`config.mk`:
```
export PLATFORM = sky130hd
export DESIGN_NAME = rowbuf_scanout_flat
export DESIGN_NICKNAME = d
export VERILOG_FILES = /design/src/rtl/rowbuf_scanout_pkg.sv /design/src/rtl/rowbuf_scanout_if.sv /design/src/rtl/rowbuf_scanout_up_counter.sv /design/src/rtl/rowbuf_scanout.sv /design/src/flat_wrapper.sv
export SDC_FILE = /design/constraint.sdc
export NUM_CORES = 1
export LEC_CHECK = 0
export BUFFER_PORTS_ARGS = -buffer_cell sky130_fd_sc_hd__buf_4
export CAP_MARGIN = 25
export CORE_MARGIN = 1
export CORE_UTILIZATION = 35
export CTS_CLUSTER_SIZE = 10
export DETAILED_ROUTE_END_ITERATION = 8
export PLACE_DENSITY = 0.73
export REMOVE_ABC_BUFFERS = 1
export SETUP_SLACK_MARGIN = 0.15
export SYNTH_ARGS = -nofsm -noshare
export SYNTH_HDL_FRONTEND = slang
export SYNTH_HIERARCHICAL = 1
export SYNTH_SLANG_ARGS = --single-unit
export TNS_END_PERCENT = 100
```
`constraint.sdc`:
```
create_clock -name clk -period 1.85 [get_ports clk]
set_input_delay 0.37 -clock clk [delete_from_list [all_inputs] [get_ports clk]]
set_output_delay 0.37 -clock clk [all_outputs]
set_load 0.01 [all_outputs]
```
`src/rtl/rowbuf_scanout_pkg.sv`:
```
// Shared PPU types and constants for the row-buffer scan-out path.
package rowbuf_scanout_pkg;

    localparam int ROW_PIXELS_DEF = 320;
    localparam int H_SCALE_DEF    = 2;

    typedef struct packed {
        logic [1:0] source;
        logic [3:0] palette;
        logic [3:0] color;
    } pix_word_t;

    typedef logic [23:0] rgb888_t;

    typedef enum logic [1:0] {
        ST_IDLE,
        ST_SCAN,
        ST_DRAIN
    } scan_state_e;

endpackage

```
`src/rtl/rowbuf_scanout_if.sv`:
```
// Row-buffer / palette RAM read ports and pixel output stream of the scan-out block.
interface rowbuf_scanout_if;
    import rowbuf_scanout_pkg::*;

    logic        line_start;
    logic [8:0]  rowram_rdaddr;
    pix_word_t   rowram_rddata;
    logic [9:0]  palram_rdaddr;
    rgb888_t     palram_rddata;
    rgb888_t     pix_rgb;
    logic        pix_valid;
    logic [9:0]  pix_x;
    logic        line_done;
    logic        busy;

    modport master (
        output line_start, rowram_rddata, palram_rddata,
        input  rowram_rdaddr, palram_rdaddr, pix_rgb, pix_valid, pix_x, line_done, busy
    );

    modport slave (
        input  line_start, rowram_rddata, palram_rddata,
        output rowram_rdaddr, palram_rdaddr, pix_rgb, pix_valid, pix_x, line_done, busy
    );

endinterface

```
`src/rtl/rowbuf_scanout_up_counter.sv`:
```
// Saturating up counter with synchronous clear; holds at MAX instead of wrapping.
module up_counter #(
    parameter int               WIDTH = 8,
    parameter logic [WIDTH-1:0] MAX   = '1
) (
    input  logic             clk,
    input  logic             rst,
    input  logic             clear,
    input  logic             enable,
    output logic [WIDTH-1:0] count
);

    // NOTE: sequential state is updated with non-blocking assignments only, so
    // every flop samples the pre-edge values of its neighbours.
    always_ff @(posedge clk or posedge rst) begin
        if (rst) begin
            count <= '0;
        end else if (clear) begin
            count <= '0;
        end else if (enable && count != MAX) begin
            count <= count + 1'b1;
        end
    end

endmodule

```
`src/rtl/rowbuf_scanout.sv`:
```
// Scans one row buffer out through the palette RAM, optionally doubling each
// pixel horizontally, with a 3-stage valid/column pipeline matching RAM latency.
module rowbuf_scanout
    import rowbuf_scanout_pkg::*;
#(
    parameter int ROW_PIXELS = ROW_PIXELS_DEF,
    parameter int H_SCALE    = H_SCALE_DEF
) (
    input  logic             clk,
    input  logic             rst,
    rowbuf_scanout_if.slave  bus
);

    localparam int         N     = ROW_PIXELS * H_SCALE;
    localparam int         SHIFT = (H_SCALE == 2) ? 1 : 0;
    localparam logic [9:0] LAST  = 10'(N - 1);

    scan_state_e state, state_nxt;
    logic [9:0]  rd_cnt;
    logic        rd_active, cnt_clear, busy;
    logic        v1, v2;
    logic [9:0]  x1, x2;
    logic        pix_valid_q, line_done_q;
    logic [9:0]  pix_x_q;
    rgb888_t     pix_rgb_q;

    up_counter #(
        .WIDTH (10),
        .MAX   (LAST)
    ) u_rd_cnt (
        .clk    (clk),
        .rst    (rst),
        .clear  (cnt_clear),
        .enable (rd_active),
        .count  (rd_cnt)
    );

    always_ff @(posedge clk or posedge rst) begin
        if (rst) state <= ST_IDLE;
        else     state <= state_nxt;
    end

    // NOTE: every signal written here gets a default first, so no path leaves
    // it unassigned and no latch is inferred.
    always_comb begin
        state_nxt = state;
        case (state)
            ST_IDLE:  if (bus.line_start)  state_nxt = ST_SCAN;
            ST_SCAN:  if (rd_cnt == LAST)  state_nxt = ST_DRAIN;
            ST_DRAIN: if (line_done_q)     state_nxt = ST_IDLE;
            default:                       state_nxt = ST_IDLE;
        endcase
    end

    always_comb begin
        busy      = (state != ST_IDLE);
        rd_active = (state == ST_SCAN);
        cnt_clear = (state == ST_IDLE);
    end

    // Address is forced to 0 outside SCAN so it is already 0 on the first IDLE cycle.
    assign bus.rowram_rdaddr = rd_active ? 9'(rd_cnt >> SHIFT) : '0;
    assign bus.palram_rdaddr = bus.rowram_rddata;

    // Stage 1 aligns with rowram data, stage 2 with palram data, stage 3 is the output register.
    always_ff @(posedge clk or posedge rst) begin
        if (rst) begin
            v1          <= 1'b0;
            v2          <= 1'b0;
            x1          <= '0;
            x2          <= '0;
            pix_valid_q <= 1'b0;
            pix_x_q     <= '0;
            pix_rgb_q   <= '0;
            line_done_q <= 1'b0;
        end else begin
            v1          <= rd_active;
            x1          <= rd_active ? rd_cnt : '0;
            v2          <= v1;
            x2          <= x1;
            pix_valid_q <= v2;
            pix_x_q     <= v2 ? x2 : '0;
            pix_rgb_q   <= v2 ? bus.palram_rddata : '0;
            line_done_q <= (state == ST_DRAIN) && pix_valid_q && !v2;
        end
    end

    assign bus.pix_valid = pix_valid_q;
    assign bus.pix_x     = pix_x_q;
    assign bus.pix_rgb   = pix_rgb_q;
    assign bus.line_done = line_done_q;
    assign bus.busy      = busy;

endmodule

```
`src/flat_wrapper.sv`:
```
// flat-port wrapper written by rule: the top's interface ports become plain ports
module rowbuf_scanout_flat import rowbuf_scanout_pkg::*;
#(
    parameter int ROW_PIXELS = ROW_PIXELS_DEF,
    parameter int H_SCALE    = H_SCALE_DEF
)
  (clk, rst, bus_line_start, bus_rowram_rddata, bus_palram_rddata, bus_rowram_rdaddr, bus_palram_rdaddr, bus_pix_rgb, bus_pix_valid, bus_pix_x, bus_line_done, bus_busy);
  rowbuf_scanout_if bus_i ();
  input  logic clk;
  input  logic rst;
  input wire logic [$bits(bus_i.line_start)-1:0] bus_line_start;
  input wire logic [$bits(bus_i.rowram_rddata)-1:0] bus_rowram_rddata;
  input wire logic [$bits(bus_i.palram_rddata)-1:0] bus_palram_rddata;
  output wire logic [$bits(bus_i.rowram_rdaddr)-1:0] bus_rowram_rdaddr;
  output wire logic [$bits(bus_i.palram_rdaddr)-1:0] bus_palram_rdaddr;
  output wire logic [$bits(bus_i.pix_rgb)-1:0] bus_pix_rgb;
  output wire logic [$bits(bus_i.pix_valid)-1:0] bus_pix_valid;
  output wire logic [$bits(bus_i.pix_x)-1:0] bus_pix_x;
  output wire logic [$bits(bus_i.line_done)-1:0] bus_line_done;
  output wire logic [$bits(bus_i.busy)-1:0] bus_busy;
  assign bus_i.line_start = bus_line_start;
  assign bus_i.rowram_rddata = bus_rowram_rddata;
  assign bus_i.palram_rddata = bus_palram_rddata;
  assign bus_rowram_rdaddr = bus_i.rowram_rdaddr;
  assign bus_palram_rdaddr = bus_i.palram_rdaddr;
  assign bus_pix_rgb = bus_i.pix_rgb;
  assign bus_pix_valid = bus_i.pix_valid;
  assign bus_pix_x = bus_i.pix_x;
  assign bus_line_done = bus_i.line_done;
  assign bus_busy = bus_i.busy;
  rowbuf_scanout #(.ROW_PIXELS(ROW_PIXELS), .H_SCALE(H_SCALE)) u_core (.clk(clk), .rst(rst), .bus(bus_i));
endmodule
```
==> impl_summary.txt <==
----------------------------------------------------
[Run status]
  Status ... complete, no violations

[Routing]
  Top routing layer in use ... met4
  Wire length on met3 ... 489 um
  Detailed Routing Iterations Pass 1 ... 4
  ANT nets after route ... 0
  Via count ... 1,841
  Post-detailed-route DRC marker count ... 0
  Final WL ... 5366 um
  Initial DRC Count ... 114
  Routed met1 length ... 2152 um
  Met2 Wirelength ... 2606 um
  Post-DR vias/cell ... 4.757
  Average wire length per cell after detail routing ... 13.87 um

[Final layout]
  Multi-input logic area ... 783.3 um^2
  Diodes inserted ... 0
  Area of all placed cells without fillers ... 3675 um^2
  Fill cell instance count of the final layout ... 616
  Fraction of final layout cells with drive strength greater than 1 ... 43.40%
  Final Net Count ... 321
  Post-synthesis to final-layout area growth ... 39.46%
  Sequential cell area ... 1752 um^2
  Final non-filler cell total ... 387

[Placement]
  Area post-placement ... 3247 um^2
  Weighted congestion reported at the end of routability-driven placement ... 0.8388
  Detailed-placement wirelength estimate ... 3396 um
  Number of buffers inserted by port buffering ... 72
  Number of placed instances, taps included ... 360

[Die]
  Count of standard-cell rows ... 31
  Die Y-Extent ... 88.77 um
  Floorplan core area ... 7253 um^2
  Die width ... 88.77 um
  Die Footprint ... 7879 um^2
  Boundary Pins ... 93
  Initial core utilization ... 36.33%

[Synth]
  Area share of the leading cell type in the synthesized netlist ... 66.48%
  Most used standard cell by instance count after synthesis ... dfrtp_1
  Dominant synthesized flop cell ... dfrtp_1
  Cell accounting for the most synthesized area ... dfrtp_1
  Synthesized instance count ... 202
  Most used standard cells in the synthesized netlist ... dfrtp_1, and2_1, buf_4
  Number of enable flip-flop cells after synthesis ... 0
  Largest cells by area after synthesis ... dfrtp_1, and2_1, buf_4
  Cell variety after synth ... 38
  Post-synthesis area per instance ... 13.04 um^2
  Cell area after synthesis ... 2635 um^2
  Fraction of synthesis flops using an asynchronous set or reset pin ... 100.0%
  Synthesis-stage register bit count ... 70
  Count of warnings emitted by yosys ... 6
  Share of the yosys chip area belonging to registers ... 66.48%

[Setup path]
  Critical Path AT ... 1.34 ns
  Startpoint Class ... flip-flop
  Worst Setup Path Type ... reg2out
  Maximum fanout encountered on the critical timing path ... 6
  Data required time of the worst path ... 1.48 ns
  Critical path capture point type ... output port

[STA]
  Relative slew slack ... 48.59%
  Time the final worst path needs with I/O delays and setup ... 1.707 ns
  Achievable Freq ... 585.9 MHz
  Period utilisation layout ... 92.26%
  Measured slew at the worst slew-check pin ... 0.7711 ns
  Number of hold violations in the final report ... 0
  Final setup violation count ... 0
  Unrepaired setup endpoints after global routing ... yes
  Number of max-slew violations in the final report ... 0
  Post-route clock skew ... 0.002898 ns
  Minimum hold slack ... 0.04206 ns

[CTS]
  Clock edge transition at the registers on the reported setup and hold paths ... 0.07 ns
  Clk Latency, worst-skew pair ... 0.33 ns
  # H-tree levels ... 3
  Worst-case clock buffer depth ... 2
  CTS tree ... yes
  Clock buffer count from CTS ... 9
  Root Buffer Master ... clkbuf_8
  Clock sink count ... 70
  Total of hold buffers inserted after clock tree synthesis ... 0

[Hold path]
  Hold WC Path Type ... in2async

[GRT]
  GRT Util Overall ... 13.54%
  Via count of the first global-routing pass ... 1,714
  Initial antenna violation count ... 0
  Wire length of the first global-routing pass ... 8024 um
  Maximum number of pins on one net before global-route repair ... 37
  Overflow left after global routing ... 0

[Power and ir drop]
  Leak Pwr ... 1.737 nW
  Power per cell area ... 1192 nW/um^2
  Maximum vdd drop ... 384.8 uV

[Flow run]
  # Max-Cap Violations ... 0

----------------------------------------------------
[registers in the layout, indices dropped and copies added (netlist names)]
name                   cells
u_core/u_rd_cnt/count     10
u_core/x2                 10
u_core/state               2
u_core/v1                  1
u_core/bus.pix_valid       1
u_core/bus.pix_rgb        24
u_core/x1                 10
u_core/v2                  1
u_core/bus.line_done       1
u_core/bus.pix_x          10
[logic make-up (layout without fill, tap and decap cells)]
family | Yosys count | in the layout | synth area share (%)
flip-flops | 70 | 70 | 66.48
adder cells (fa/ha/maj) | 1 | 1 | 0.4748
AND/OR/NAND/NOR | 86 | 86 | 21.13
multiplexers | 5 | 5 | 2.042
buffers and inverters | 25 | 111 | 5.508
AO/OA/AOI/OAI | 15 | 15 | 4.368
[metrics by stage]
stage	power [mW]	setup WS [ns]	util, %	setup TNS (ns)
final	4.381	0.1433	50.66	0
after global routing	4.594	0.09029	50.66	0
after CTS	4.271	0.1146	49.01	0
after detailed placement	2.782	0.2030	44.76	0
after global placement	2.763	0.2782	44.76	0
after floorplan	2.351	-0.03411	-	-0.3168
[critical path, stage by stage, from the launching register on]
cell     delay, ns
dfrtp_1       0.43
nor2b_4       0.17
buf_6         0.15
and2_4        0.16
buf_6         0.10
[what timing repair did]
item | CTS | global route
buffers inserted | 7 | 3
resized for setup | 2 | 28
cloned | 0 | 1
pin swaps | 0 | 3
endpoints found under the setup margin | 9 | 14
[where the power goes]
part | leakage [nW] | switching [mW] | internal, mW | total [mW]
clock | 0.120 | 0.552 | 0.935 | 1.49
combinational | 0.783 | 0.358 | 0.510 | 0.868
sequential | 0.835 | 0.207 | 1.82 | 2.03
total | 1.74 | 1.12 | 3.26 | 4.38
[per-layer routing]
metal | GRT usage (%) | vias up
met3 | 5.317 | 17
met2 | 22.52 | 99
met4 | 6.012 | 0
met5 | 0 | -
met1 | 15.44 | 893
li1 | - | 832
[path summary, 6_finish.rpt]
path | start | to | slack (ns) | cells after the start
max | u_core/state[1] | bus_rowram_rdaddr[5] | 0.14 | 4
min | rst | u_core/x2[4] | 0.04 | 2
max reg2reg | u_core/state[1] | u_core/u_rd_cnt/count[7] | 0.15 | 6
min reg2reg | u_core/x1[4] | u_core/x2[4] | 0.35 | 0
max in group asynchronous | rst | u_core/bus.pix_rgb[20] | 1.33 | 3
min in group clk | bus_palram_rddata[11] | u_core/bus.pix_rgb[11] | 0.24 | 2
[layout make-up]
| cell class | count | area share (%) |
|---|---|---|
| tap | 99 | 3.371 |
| timing repair buffer | 89 | 20.29 |
| multi-input combinational | 107 | 21.31 |
| clock inverter | 5 | 2.894 |
| inverter | 6 | 0.6129 |
| sequential | 70 | 47.67 |
| clock buffer | 11 | 3.847 |
[placed cells by master (no fill, tap or decap), types with 2 or more instances in the layout]
| master | Yosys | routed |
|---|---|---|
| buf_4 | 11 | 73 |
| dfrtp_1 | 70 | 70 |
| and2_1 | 44 | 36 |
| buf_6 | 1 | 14 |
| clkbuf_8 | 0 | 10 |
| and2_4 | 0 | 9 |
| nand4_1 | 9 | 9 |
| nor2b_1 | 7 | 6 |
| nor2_1 | 5 | 5 |
| inv_1 | 6 | 5 |
| bufinv_16 | 0 | 3 |
| nand2_1 | 3 | 3 |
| nand3_1 | 3 | 3 |
| a21oi_1 | 4 | 3 |
| mux2_2 | 3 | 3 |
| a211oi_1 | 3 | 3 |
| buf_12 | 0 | 2 |
| and4_1 | 2 | 2 |
| nor3_1 | 2 | 2 |
| mux2i_1 | 2 | 2 |
Power figures use the tool's default switching activity.
